## src/rtl/hazard_pattern_decoder.sv

```systemverilog
// Observer that reconstructs the hazard switch code from the three-lamp bus.
// Optional build macro HAZARD_DEC_STICKY_ERR_EN makes err sticky until reset.
module hazard_pattern_decoder #(
  parameter int LOCK_COUNT = 3
) (
  input  logic       clk,
  input  logic       reset,
  input  logic       tick,
  input  logic [2:0] lights,
  output logic [1:0] sw_est,
  output logic       locked,
  output logic       err,
  output logic       mode_chg
);

  localparam logic [3:0] LC = 4'(LOCK_COUNT);

  localparam logic [2:0] CLS_CALM  = 3'd0;
  localparam logic [2:0] CLS_A     = 3'd1;
  localparam logic [2:0] CLS_B     = 3'd2;
  localparam logic [2:0] CLS_AMBIG = 3'd3;
  localparam logic [2:0] CLS_BAD   = 3'd4;

`ifdef HAZARD_DEC_STICKY_ERR_EN
  localparam bit STICKY_ERR = 1'b1;
`else
  localparam bit STICKY_ERR = 1'b0;
`endif

  function automatic logic is_legal(input logic [2:0] p);
    return (p == 3'b101) || (p == 3'b010) || (p == 3'b001) || (p == 3'b100);
  endfunction

  // Maps a (previous, current) lamp pair to the switch setting that produces it.
  function automatic logic [2:0] classify(input logic [2:0] p, input logic [2:0] c);
    logic [2:0] r;
    r = CLS_BAD;
    if (is_legal(c)) begin
      case ({p, c})
        6'b010_101, 6'b001_101, 6'b100_101: r = CLS_CALM;
        6'b010_100, 6'b100_001, 6'b001_010: r = CLS_A;
        6'b010_001, 6'b001_100, 6'b100_010: r = CLS_B;
        6'b101_010:                         r = CLS_AMBIG;
        default:                            r = CLS_BAD;
      endcase
    end
    return r;
  endfunction

  logic [2:0] prev, prev_nxt;
  logic       prev_valid, prev_valid_nxt;
  logic [1:0] cand, cand_nxt;
  logic [3:0] cnt, cnt_nxt, cnt_new;
  logic [1:0] sw_est_nxt;
  logic       locked_nxt, err_nxt, mode_chg_nxt;
  logic [2:0] cls;

  always_comb begin
    prev_nxt       = prev;
    prev_valid_nxt = prev_valid;
    cand_nxt       = cand;
    cnt_nxt        = cnt;
    sw_est_nxt     = sw_est;
    locked_nxt     = locked;
    err_nxt        = STICKY_ERR ? err : 1'b0;
    mode_chg_nxt   = 1'b0;
    cnt_new        = 4'd1;
    cls            = classify(prev, lights);

    if (tick) begin
      if (!prev_valid) begin
        // No reference sample yet: only seed prev, never classify.
        if (is_legal(lights)) begin
          prev_nxt       = lights;
          prev_valid_nxt = 1'b1;
        end else begin
          err_nxt = 1'b1;
        end
      end else if (cls == CLS_BAD) begin
        err_nxt    = 1'b1;
        cnt_nxt    = 4'd0;
        cand_nxt   = 2'b00;
        locked_nxt = 1'b0;
        if (is_legal(lights)) begin
          prev_nxt       = lights;
          prev_valid_nxt = 1'b1;
        end else begin
          prev_valid_nxt = 1'b0;
        end
      end else if (cls == CLS_AMBIG) begin
        prev_nxt = lights;
      end else begin
        prev_nxt = lights;
        if (cls[1:0] == cand)
          cnt_new = (cnt >= LC) ? LC : cnt + 4'd1;
        cand_nxt = cls[1:0];
        cnt_nxt  = cnt_new;
        if (cnt_new == LC) begin
          locked_nxt   = 1'b1;
          sw_est_nxt   = cls[1:0];
          mode_chg_nxt = locked && (sw_est != cls[1:0]);
        end
      end
    end
  end

  always_ff @(posedge clk or negedge reset) begin
    if (!reset) begin
      prev       <= 3'b000;
      prev_valid <= 1'b0;
      cand       <= 2'b00;
      cnt        <= 4'd0;
      sw_est     <= 2'b00;
      locked     <= 1'b0;
      err        <= 1'b0;
      mode_chg   <= 1'b0;
    end else begin
      prev       <= prev_nxt;
      prev_valid <= prev_valid_nxt;
      cand       <= cand_nxt;
      cnt        <= cnt_nxt;
      sw_est     <= sw_est_nxt;
      locked     <= locked_nxt;
      err        <= err_nxt;
      mode_chg   <= mode_chg_nxt;
    end
  end

endmodule

```

## config.mk

```make
export PLATFORM = sky130hd
export DESIGN_NAME = hazard_pattern_decoder
export DESIGN_NICKNAME = d
export VERILOG_FILES = /design/src/rtl/hazard_pattern_decoder.sv
export SDC_FILE = /design/constraint.sdc
export NUM_CORES = 1
export LEC_CHECK = 0
export CAP_MARGIN = 20
export CORE_UTILIZATION = 50
export CTS_BUF_LIST = sky130_fd_sc_hd__clkbuf_4 sky130_fd_sc_hd__clkbuf_8 sky130_fd_sc_hd__clkbuf_16
export DETAILED_ROUTE_END_ITERATION = 10
export GPL_TIMING_DRIVEN = 1
export MAX_ROUTING_LAYER = met4
export PLACE_DENSITY = 0.73
export SETUP_SLACK_MARGIN = 0.2
export SYNTH_ARGS = -nofsm -noshare
export SYNTH_HDL_FRONTEND = slang
export SYNTH_SLANG_ARGS = --single-unit
```

## constraint.sdc

```tcl
create_clock -name clk -period 3.4 [get_ports clk]
set_input_delay 0.34 -clock clk [delete_from_list [all_inputs] [get_ports clk]]
set_output_delay 0.34 -clock clk [all_outputs]
set_load 0.05 [all_outputs]
```

* Yosys cells after proc, flatten, opt, wreduce, memory -nomap -nowiden
Cells that the tools add are included.
** Operators by class
- Add/subtract/negate cells :: 1
- $lt $le $gt $ge :: 1
- Eq/ne operators :: 20
- Multiplexer cells :: 30
- Bitwise logic cells :: 2
- Reduce and logical (&&, ||, !) cells :: 11
** Operator list (number)
- 2-to-1 mux 4 bit :: 8
- equality test 6 bit (second input constant) :: 4
- equality test 6 x 4 -> 1 bit (second input constant) :: 3
- equality test 6 x 5 -> 1 bit (second input constant) :: 3
- 2-to-1 mux 1 bit :: 15
- 2-to-1 mux 3 bit :: 4
- case mux 3 bit (4 select lines) :: 1
- equality test 3 bit (second input constant) :: 3
- OR reduction 3 bit :: 3
- equality test 3 x 2 -> 1 bit (second input constant) :: 2
- AND reduction 5 bit :: 1
- adder 4 x 1 -> 4 bit (second input constant) :: 1
- equality test 4 x 2 -> 1 bit (second input constant) :: 1
- >= comparator 4 x 2 -> 1 bit (second input constant) :: 1
- 2-to-1 mux 2 bit :: 2
- AND reduction 4 bit :: 1
- equality test 3 x 1 -> 1 bit (second input constant) :: 1
- logical OR 1 bit :: 3
- AND reduction 3 bit :: 1
- equality test 2 bit :: 1
- != test 2 bit :: 1
- != test 2 bit (second input constant) :: 1
- inverter 1 bit :: 2
- nonzero test 2 bit :: 1
- logical AND 1 bit :: 1
** Word-level totals
- Register bits after elaboration :: 15
- Output and inout bits :: 5

* Depth between registers and ports, before layout
- Depth in word-level cells :: 17
- Gate-level depth with buffers :: 7

* Least setup slack after synthesis
OpenSTA, ideal clock, no wires.
- Path kind :: register -> register
- Start point :: register prev[2]
- End point :: register sw_est[1]
- Data arrival time :: 1.698 ns
- Data required time :: 3.275 ns
- Setup slack :: 1.577 ns
- Stages on the path, launching flop included :: 8
- Path buffers :: 1
- Path through :: dfrtp_1 > buf_2 > nand3b_1 > nor4_1 > nor3_2 > xnor2_2 > nand4bb_2 > mux2_4
** Between the ends
- Cells in the longest elaborated chain, start to end :: 12
- Elaborated cells between the ends (all ways) :: 27
- Classes of those cells :: 14 x eq/ne; 7 x mux; 2 x bitwise; 4 x reduce/logical
** RTL lines
- start, declared :: line 50 : logic [2:0] prev, prev_nxt;
- start signal, assigned :: line 118 : prev <= prev_nxt;
- equality test 6 x 5 -> 1 bit (tied with other cells) :: line 39 : case ({p, c})
- OR reduction 3 bit :: line 39
- case mux 3 bit (4 select lines) * :: line 39
- 2-to-1 mux 3 bit * :: line 38 : if (is_legal(c)) begin
- equality test 2 bit :: line 94 : if (cls[1:0] == cand)
- 2-to-1 mux 4 bit :: line 94
- 2-to-1 mux 4 bit :: line 90 : end else if (cls == CLS_AMBIG) begin
- 2-to-1 mux 4 bit :: line 79 : end else if (cls == CLS_BAD) begin
- 2-to-1 mux 4 bit :: line 71 : if (!prev_valid) begin
- 2-to-1 mux 4 bit :: line 70 : if (tick) begin
- equality test 4 x 2 -> 1 bit :: line 98 : if (cnt_new == LC) begin
- AND reduction 5 bit (no line)
- end signal, assigned :: line 122 : sw_est <= sw_est_nxt;
- end, declared :: line 10 : output logic [1:0] sw_est,
Every way passes the cells marked *; elsewhere a longest branch is shown, timed or not. The select of a mux whose other input is x is not followed.
A chain may end at the register's enable or synchronous reset.

* Worst setup path after layout
- Start point :: input lights[0]
- End point :: register sw_est[1]
** Between the ends
- Cells in the longest elaborated chain, start to end :: 13
- Elaborated cells between the ends (all ways) :: 34
- Classes of those cells :: 18 x eq/ne; 7 x mux; 2 x bitwise; 7 x reduce/logical
** RTL lines
- start, declared :: line 9 : input logic [2:0] lights,
- parallel branches: the longest is 4 deep, another holds equality test 6 x 5 -> 1 bit
- 2-to-1 mux 3 bit * :: line 38
- equality test 2 bit :: line 94
- 2-to-1 mux 4 bit :: line 94
- 2-to-1 mux 4 bit :: line 90
- 2-to-1 mux 4 bit :: line 79
- 2-to-1 mux 4 bit :: line 71
- 2-to-1 mux 4 bit :: line 70
- equality test 4 x 2 -> 1 bit :: line 98
- AND reduction 5 bit (no line)
Every way passes the cells marked *. The select of a mux whose other input is x is not followed.

==> out/metrics.cfg <==
[placed_design]
port_buffers=10
place.gp.congestion=0.779
dpl.cell_count=127
dp.final_hpwl_mm=1.30

[floorplan]
start_util_pct=53.8
die_h_um=45.1
num_io_pins=11
rows=15
dieArea_mm2=0.00203
core_area_mm2=0.00173
die_w_um=45.1

[cts]
ctsRootBufferMaster=clkbuf_4
cts_htree_levels=1
cts_tree=yes
clockBufferDepth=2
cts_hold_buf=0
insertion_delay_ns=0.28
postCtsSetupBuffers=0
cts_buffers=3
clkTransAtPathRegs_ns=0.09
cts_resized=0
clkSinkCount=15

[final_layout]
area_growth_pct=15.1
final_cell_mix=15 x dfrtp_1, 10 x clkdlybuf4s50_1, 8 x inv_1
n_antenna_cell=0
stdcell_count=131
post_route_cells_drive_above_1_share_pct=12.3
layout.nets=114
final_common_cell=dfrtp_1
n_fill_cell=150

[synthesis]
ys_seq_elements=15
synthCells=96
netlist_area_um2=928
synth_area_leaders=dfrtp_1 40%, xnor2_2 3.5%, a21oi_1 3.2%, inv_1 3.2%, nand2_1 2.8%
ys_types=39
synth_top_area_share_pct=40.4
synth_warnings=0
yosys.area.top_type=dfrtp_1
yosysSeqAreaShare_pct=40.4
syn_nets=103
syn_area_per_cell_um2=9.67

[timing]
finalSetupViolCount=0
fin_tns_setup_ns=0
hold-worst-slack_ns=0.448
rsz0062_at_grt=false
finalCritPeriodShare_pct=67.9
finalHoldViolCount=0
tightest_slew_ns=0.656
fmax_mhz=433
skew_ns=0.000703
maxSlewViolCount=0
layout_min_cycle_time_ns=2.31
max-slew-margin-rel_pct=56.1

[job]
max_cap_viol_count=0

[status]
status=completed

[grt]
first_global_vias=655
overflow=0
grt_pass1_wl_mm=2.87
grt_usage_pct=20.3
antenna_found_initial=0
grt_max_degree=16

[critical_path]
cp-start-kind=input port
worstSetupPathType=in -> reg
path_cells=clkdlybuf4s50_1 > nor3b_2 > and4bb_1 > nor3_2 > xnor2_2 > nand4bb_2 > mux2_4
cpPeakStageDelay_ns=0.56
worstPathArrival_ns=2.49
worstSetupEndpointType=flip-flop
crit_buf_inv=1
cp_slowest_cell=clkdlybuf4s50_1
critPathTopFamily=simple AND/OR/NAND/NOR gates
cp_max_fo=8
cp_data_required_time_ns=3.58

[detailed_routing]
route.detailed.drc=0
drtIter0Drc=5
final_antenna_net_count=0
dr.pass1.iters=4
viasPerCell=5.50
vias=720
wl_per_cell_um=13.0
wl_mm=1.71

[pwr]
p_leak_uw=0.000476
vdd_drop_max_v=0.000267
p_per_area_mw_per_mm2=455

[min_path]
hp-class=in -> async

==> worst register-to-register path: cells and delay by family (launching register included) <==
family           cells  cell delay (ns)
AND/OR/NAND/NOR      3             0.88
flip-flops           1             0.55
XOR/XNOR             1             0.21
multiplexers         1             0.33
==> logic make-up (layout without fill, tap and decap cells) <==
logic type / count (synthesis) / count (layout) / share of synthesized area (%)
buffers and inverters: 12 / 22 / 5.26
AO/OA/AOI/OAI: 23 / 23 / 18.5
multiplexers: 3 / 3 / 3.77
XOR/XNOR: 6 / 6 / 7.28
adder cells (fa/ha/maj): 1 / 1 / 1.35
AND/OR/NAND/NOR: 36 / 36 / 23.5
flip-flops: 15 / 15 / 40.4
==> metal layers <==
metal,global-route usage [%],up-vias,routed length (µm)
li1,-,359,-
met1,25.9,338,836
met2,31.6,19,780
met3,3.60,4,66
met4,9.09,0,26
met5,-,-,0
==> layout make-up <==
type	count	area (µm²)	area share (%)
inverters	8	30.0	2.81
multi-input cells	69	504	47.2
repair buffers	10	100	9.37
clock inverters	1	5.00	0.468
clock buffers	3	22.5	2.11
flip-flops and latches	15	375	35.1
well taps	25	31.3	2.93
==> worst paths after layout <==
path,cells after the start,endpoint,start,slack [ns]
max,7,sw_est[1],lights[0],1.09
min,1,prev[2],reset,0.45
max reg2reg,5,sw_est[1],prev[1],1.34
min reg2reg,2,cnt[1],cnt[1],0.50
max in group asynchronous,1,cand[1],reset,2.53
min in group clk,2,cnt[1],cnt[1],0.50
==> Yosys cell counts (all sizes together) <==
cell	count
a211oi	2
a21boi	1
a21o	1
a21oi	6
a22o	1
a22oi	2
a2bb2oi	1
a32oi	1
a41o	1
and2	2
and3	1
and4bb	1
buf	3
clkbuf	1
dfrtp	15
ha	1
inv	8
mux2	1
mux2i	2
nand2	7
nand2b	1
nand3	2
nand3b	3
nand4	1
nand4bb	1
nor2	7
nor2b	4
nor3	3
nor3b	1
nor4	2
o21ai	5
o31ai	1
o41ai	1
xnor2	5
xor2	1
==> sequential cells by signal, indices dropped and copies added (netlist names) <==
| name | flops |
|---|---|
| sw_est | 2 |
| cand | 2 |
| prev_valid | 1 |
| locked | 1 |
| cnt | 4 |
| prev | 3 |
| err | 1 |
| mode_chg | 1 |
==> power breakdown <==
| part | internal [µW] | leakage [µW] | switching, µW |
|---|---|---|---|
| logic | 65.3 | 0.000266 | 94.2 |
| clock network | 43.7 | 0.0000177 | 59.3 |
| registers | 200 | 0.000192 | 23.2 |
==> metrics by stage <==
stage | worst slack [ns] | power, µW | util, % | cell area, µm²
floorplan | 1.58 | 340 | - | 928
global placement | 0.849 | 382 | 60.3 | 1040
detailed placement | 0.774 | 387 | 60.3 | 1040
CTS | 1.08 | 489 | 61.9 | 1070
global route | 1.03 | 515 | 61.9 | 1070
finish | 1.09 | 486 | 61.9 | 1070
(Power assumes the default switching activity.)
